`src/rtl/user_output_device.sv`:
```
// Avalon-MM LED output device: VALUE/MASK/PERIOD/BRIGHT registers driving
// registered LED pins with blink phase and global PWM dimming.
module user_output_device #(
    parameter int unsigned NUM_LEDS     = 8,
    parameter int unsigned PRESCALE_DIV = 50000,
    parameter int unsigned PWM_W        = 8
) (
    input  logic                clk,
    input  logic                reset,
    input  logic [1:0]          avl_address,
    input  logic                avl_write,
    input  logic [31:0]         avl_writedata,
    input  logic                avl_read,
    output logic [31:0]         avl_readdata,
    output logic [NUM_LEDS-1:0] leds,
    output logic                blink_phase
);

    localparam int unsigned PRE_W = (PRESCALE_DIV > 1) ? $clog2(PRESCALE_DIV) : 1;

    typedef enum logic [1:0] {
        ADDR_VALUE  = 2'd0,
        ADDR_MASK   = 2'd1,
        ADDR_PERIOD = 2'd2,
        ADDR_BRIGHT = 2'd3
    } addr_e;

    logic [NUM_LEDS-1:0] r_value;
    logic [NUM_LEDS-1:0] r_mask;
    logic [15:0]         r_period;
    logic [PWM_W-1:0]    r_bright;
    logic [PRE_W-1:0]    r_pre;
    logic [15:0]         r_blink_cnt;
    logic                r_phase;
    logic [PWM_W-1:0]    r_pwm;
    logic [NUM_LEDS-1:0] r_leds;
    logic [31:0]         r_readdata;

    addr_e               w_addr;
    logic                w_tick;
    logic                w_pwm_on;
    logic                w_wr_period;
    logic [NUM_LEDS-1:0] w_next_led;
    logic [31:0]         w_rd_mux;
    logic                w_unused;

    assign w_addr      = addr_e'(avl_address);
    assign w_tick      = (r_pre == PRE_W'(PRESCALE_DIV - 1));
    assign w_pwm_on    = (r_bright == '1) | (r_pwm < r_bright);
    assign w_wr_period = avl_write && (w_addr == ADDR_PERIOD);
    assign w_next_led  = r_value & {NUM_LEDS{w_pwm_on}} & (~r_mask | {NUM_LEDS{r_phase}});
    // Write data bits above each register's width are intentionally dropped.
    assign w_unused    = ^avl_writedata;

    always_comb begin
        w_rd_mux = '0;
        case (w_addr)
            ADDR_VALUE:  w_rd_mux[NUM_LEDS-1:0] = r_value;
            ADDR_MASK:   w_rd_mux[NUM_LEDS-1:0] = r_mask;
            ADDR_PERIOD: w_rd_mux[15:0]         = r_period;
            ADDR_BRIGHT: w_rd_mux[PWM_W-1:0]    = r_bright;
            default:     w_rd_mux = '0;
        endcase
    end

    always_ff @(posedge clk) begin
        if (reset) begin
            r_value     <= '0;
            r_mask      <= '0;
            r_period    <= '0;
            r_bright    <= '1;
            r_pre       <= '0;
            r_blink_cnt <= '0;
            r_phase     <= 1'b1;
            r_pwm       <= '0;
            r_leds      <= '0;
            r_readdata  <= '0;
        end else begin
            // Read mux samples pre-edge registers, so a same-cycle write returns old data.
            if (avl_read) r_readdata <= w_rd_mux;
            if (avl_write) begin
                case (w_addr)
                    ADDR_VALUE:  r_value  <= avl_writedata[NUM_LEDS-1:0];
                    ADDR_MASK:   r_mask   <= avl_writedata[NUM_LEDS-1:0];
                    ADDR_PERIOD: r_period <= avl_writedata[15:0];
                    ADDR_BRIGHT: r_bright <= avl_writedata[PWM_W-1:0];
                    default: ;
                endcase
            end
            r_pwm  <= r_pwm + PWM_W'(1);
            r_leds <= w_next_led;
            if (w_wr_period) begin
                r_pre       <= '0;
                r_blink_cnt <= '0;
                r_phase     <= 1'b1;
            end else begin
                r_pre <= w_tick ? '0 : r_pre + PRE_W'(1);
                if (r_period == 16'd0) begin
                    r_blink_cnt <= '0;
                    r_phase     <= 1'b1;
                end else if (w_tick) begin
                    if (r_blink_cnt == r_period - 16'd1) begin
                        r_blink_cnt <= '0;
                        r_phase     <= ~r_phase;
                    end else begin
                        r_blink_cnt <= r_blink_cnt + 16'd1;
                    end
                end
            end
        end
    end

    assign avl_readdata = r_readdata;
    assign leds         = r_leds;
    assign blink_phase  = r_phase;

endmodule

```
`config.mk`:
```
export PLATFORM = sky130hd
export DESIGN_NAME = user_output_device
export DESIGN_NICKNAME = d
export VERILOG_FILES = /design/src/rtl/user_output_device.sv
export SDC_FILE = /design/constraint.sdc
export NUM_CORES = 1
export LEC_CHECK = 0
export BUFFER_PORTS_ARGS = -buffer_cell sky130_fd_sc_hd__buf_2
export CAP_MARGIN = 30
export CORE_MARGIN = 4
export CORE_UTILIZATION = 40
export CTS_BUF_LIST = sky130_fd_sc_hd__clkbuf_8
export CTS_CLUSTER_SIZE = 24
export DETAILED_ROUTE_END_ITERATION = 10
export PLACE_DENSITY = 0.69
export REMOVE_ABC_BUFFERS = 1
export SYNTH_ARGS = -nofsm -noshare
export SYNTH_HDL_FRONTEND = slang
export SYNTH_SLANG_ARGS = --single-unit
export TNS_END_PERCENT = 100
```
`constraint.sdc`:
```
create_clock -name clk -period 5 [get_ports clk]
set_input_delay 1 -clock clk [delete_from_list [all_inputs] [get_ports clk]]
set_output_delay 1 -clock clk [all_outputs]
set_load 0.005 [all_outputs]
```
==> flow_metrics.tcl <==
set metrics [dict create \
    crit_share_post_route 0.629 \
    synth_edf_count 0 \
    cp_capture_type "flip-flop" \
    setup_viol 0 \
    gpl.final_weighted_congestion 0.884 \
    grt.met3_usage 0.0371 \
    clk_root_buffer_cell "sky130_fd_sc_hd__clkbuf_8" \
    synth.yosys.seq_area_share 0.404 \
    largest_net_degree_at_the_start_of_global_routing 47 \
    placedCellCount 773 \
    detailed_placer_s_ending_hpwl_mm 8.84 \
    share_comb_of_total_power 0.102 \
    worst_pin_slew_ns 0.906 \
    main_combinational_cell_family_by_area_after_synthesis "simple AND/OR/NAND/NOR gates" \
    antenna_found_initial 0 \
    synthDominantAreaCellType "sky130_fd_sc_hd__dfxtp_1" \
    count_of_vias_placed_by_the_detailed_router 4199 \
    die_area_um2 14900 \
    final.setup.worst_slack_ns 1.86 \
    hold_buffers 0 \
    p_clk_frac 0.376 \
    first_pass_grt_wire_length_mm 19.5 \
    timing.clock.skew_ns 0.0183 \
    design.core.area_um2 12700 \
    fmax_mhz 318 \
    clock_transition_time_at_the_flip_flop_clock_pins_of_the_worst_setup_and_hold_paths_ns 0.10 \
    irDropWorstVdd_uv 211 \
    powerDensity_nw_per_um2 293 \
    syn-mean-instance-area_um2 8.93 \
    synth_simple_gate_area_share 0.238 \
    gr-usage-met1 0.203 \
    clock_tree.htree_level_count 3 \
    post_synth_num_cell_types 58 \
    start_util 0.410 \
    clock_latency_at_the_later_pin_of_the_worst_skew_pair_ns 0.40 \
    cts_buffer_depth 2 \
    final_layout_size_suffix_gt1_frac 0.138 \
    drc_viols 0 \
    result_of_the_run "finished, final reports clean" \
    fin_cells 789 \
    syn_to_final_growth_pct 10.3 \
    timing_max_transition_violations_final 0 \
    wirelength_mm 12.2 \
    die_w_um 122 \
    tritoncts "built" \
    numClockSinks 105 \
    synth.top_cell.area_share 0.404 \
    worstPathRequired_ns 5.34 \
    detailedPlace.worstSlack_ns 1.48 \
    yosys.area_share.adder 0.0265 \
    grt_setup_unrepaired "no" \
    core.rowCount 41 \
    final_util 0.453 \
    antennaDiodeCount 0 \
    drt-vias-per-instance 5.32 \
    final_antenna_net_count 0 \
    boundaryPins 79 \
    hold_class "reg -> reg" \
    postSynth.topFlopCell "sky130_fd_sc_hd__dfxtp_1" \
    first_global_vias 4060 \
    top_usage_layer "met2" \
    cts_made_buffers 9 \
    net_load_switching_power_mw 0.435 \
    arrival_ns 3.48 \
    detailedRoute.firstPassIterationCount 4 \
    post-layout-total-power_mw 1.68 \
    synth_area_um2 5200 \
    synth_compound_area_frac 0.0955 \
    cap_violations 0 \
    cts.repair.resized 0 \
    intPower_mw 1.25 \
    critical_path.startpoint_type "primary input" \
    grt.overflow.total 0 \
    grt_util_met2 0.280 \
    p_seq_frac 0.522 \
    synth.area.mux_share 0.0847 \
    crit_fanout 17 \
    drt-wirelength-per-cell_um 15.5 \
    drt_iter0_drc 261 \
    design.final.nets 661 \
    synth-xor-area-share 0.0910 \
    finalCriticalPeriod_ns 3.14 \
    path_class "in -> reg" \
    die_h_um 122 \
    timing.slew.headroom 0.391 \
    cellLeakagePower_nw 2.31 \
    ys_async_sr_fraction 0 \
    synth_area_leaders "sky130_fd_sc_hd__dfxtp_1 (40%), sky130_fd_sc_hd__xnor2_1 (6.2%), sky130_fd_sc_hd__nor2_1 (5.4%), sky130_fd_sc_hd__mux2i_1 (5.0%), sky130_fd_sc_hd__nand2_1 (3.8%)" \
    timing_hold_violations_final 0 \
    io_buffers 46 \
    number_of_storage_elements_in_the_synthesis_netlist 105 \
    count_of_synthesis_stage_warnings_from_yosys 0 \
    setup-tns-final_ns 0 \
    power.switching_fraction 0.259 \
    globalRouteTotalUtil 0.165 \
    cts_setup_buffers 0 \
    post_synth_inst_count 582 \
]
==> worst paths after layout <==
| path | from | to | slack, ns | cells after the start |
|---|---|---|---|---|
| max | avl_address[1] | blink_phase$_SDFFE_PP1P_ | 1.86 | 8 |
| min | r_pre[0]$_SDFF_PP0_ | r_pre[0]$_SDFF_PP0_ | 0.45 | 1 |
| max reg2reg | r_period[2]$_SDFFE_PP0P_ | r_blink_cnt[8]$_SDFFE_PP0N_ | 2.16 | 6 |
| min reg2reg | r_pre[0]$_SDFF_PP0_ | r_pre[0]$_SDFF_PP0_ | 0.45 | 1 |
==> layout make-up <==
class                           count  area [um2]
Tap cell                          172         215
Multi-Input combinational cell    428        2850
Clock buffer                       11         151
Fill cell                        1244        6940
Timing Repair Buffer               49         253
Clock inverter                      5        93.8
Inverter                           19        71.3
Sequential cell                   105        2100
==> cells by family (layout without fill, tap and decap cells) <==
group | count (synthesis) | after routing
simple gates | 243 | 243
mux | 34 | 34
buf+inv | 64 | 84
flops | 105 | 105
xor+xnor | 54 | 54
other cells | 1 | 16
compound gates | 70 | 70
fa+ha+maj | 11 | 11
==> sequential cells by signal, summed over array words and instances, names as in the netlist <==
name and flops:
r_mask 8, r_pre 16, leds 8, r_pwm 8
r_period 16, r_bright 8, blink_phase 1, r_value 8
avl_readdata 16, r_blink_cnt 16
==> stage by stage <==
step | hold slack (ns) | area, um2
after floorplan | 0.413 | 5020
after global placement | 0.423 | 5480
after detailed placement | 0.445 | 5490
after CTS | 0.461 | 5730
after global routing | 0.478 | 5730
final | 0.454 | 5730
==> Yosys cell counts, drive strengths merged, types with 3 or more instances <==
| master | number |
|---|---|
| xnor2 | 37 |
| a21o | 3 |
| nor2b | 5 |
| a221oi | 8 |
| dfxtp | 105 |
| nand2b | 10 |
| nor2 | 75 |
| ha | 11 |
| nand2 | 53 |
| o21ai | 3 |
| and3 | 9 |
| inv | 18 |
| o211ai | 4 |
| nand4 | 13 |
| mux2i | 26 |
| nor3b | 3 |
| a21oi | 27 |
| or3 | 3 |
| nor4 | 4 |
| clkbuf | 22 |
| and4 | 3 |
| xor2 | 17 |
| buf | 23 |
| nor3 | 24 |
| nand3 | 26 |
| mux4 | 8 |
| and2 | 3 |
| a211o | 8 |
==> power by group through the flow <==
stage                     clock (mW)  sequential [mW]  combinational [mW]
after global placement             0            0.895               0.165
after global routing           0.672            0.881               0.190
final                          0.631            0.878               0.172
after floorplan                    0            0.891               0.111
after CTS                      0.645            0.878               0.172
after detailed placement           0            0.897               0.171
==> routing by layer <==
metal | part of all wire | vias to the layer above
li1 | - | 2052
met1 | 0.44 | 2038
met2 | 0.50 | 92
met3 | 0.043 | 17
met4 | 0.016 | 0
met5 | 0 | -
==> cell usage in the layout (no fill, tap or decap), types with 18 or more instances in the layout <==
cell	Yosys	routed
sky130_fd_sc_hd__nand2_1	53	53
sky130_fd_sc_hd__dfxtp_1	105	105
sky130_fd_sc_hd__buf_2	2	46
sky130_fd_sc_hd__nor2_1	75	75
sky130_fd_sc_hd__mux2i_1	26	26
sky130_fd_sc_hd__inv_1	18	18
sky130_fd_sc_hd__nor3_1	21	21
sky130_fd_sc_hd__nand3_1	26	26
sky130_fd_sc_hd__xnor2_1	37	37
sky130_fd_sc_hd__a21oi_1	27	27
==> worst max-delay path: stages <==
cell	delay (ns)
sky130_fd_sc_hd__buf_2	0.29
sky130_fd_sc_hd__nor2b_1	0.60
sky130_fd_sc_hd__and2_1	0.67
sky130_fd_sc_hd__nor2_1	0.23
sky130_fd_sc_hd__o31ai_2	0.21
sky130_fd_sc_hd__buf_4	0.30
sky130_fd_sc_hd__nor2_1	0.06
sky130_fd_sc_hd__mux2i_1	0.12
Note: power is estimated with default switching activity, not from simulation.
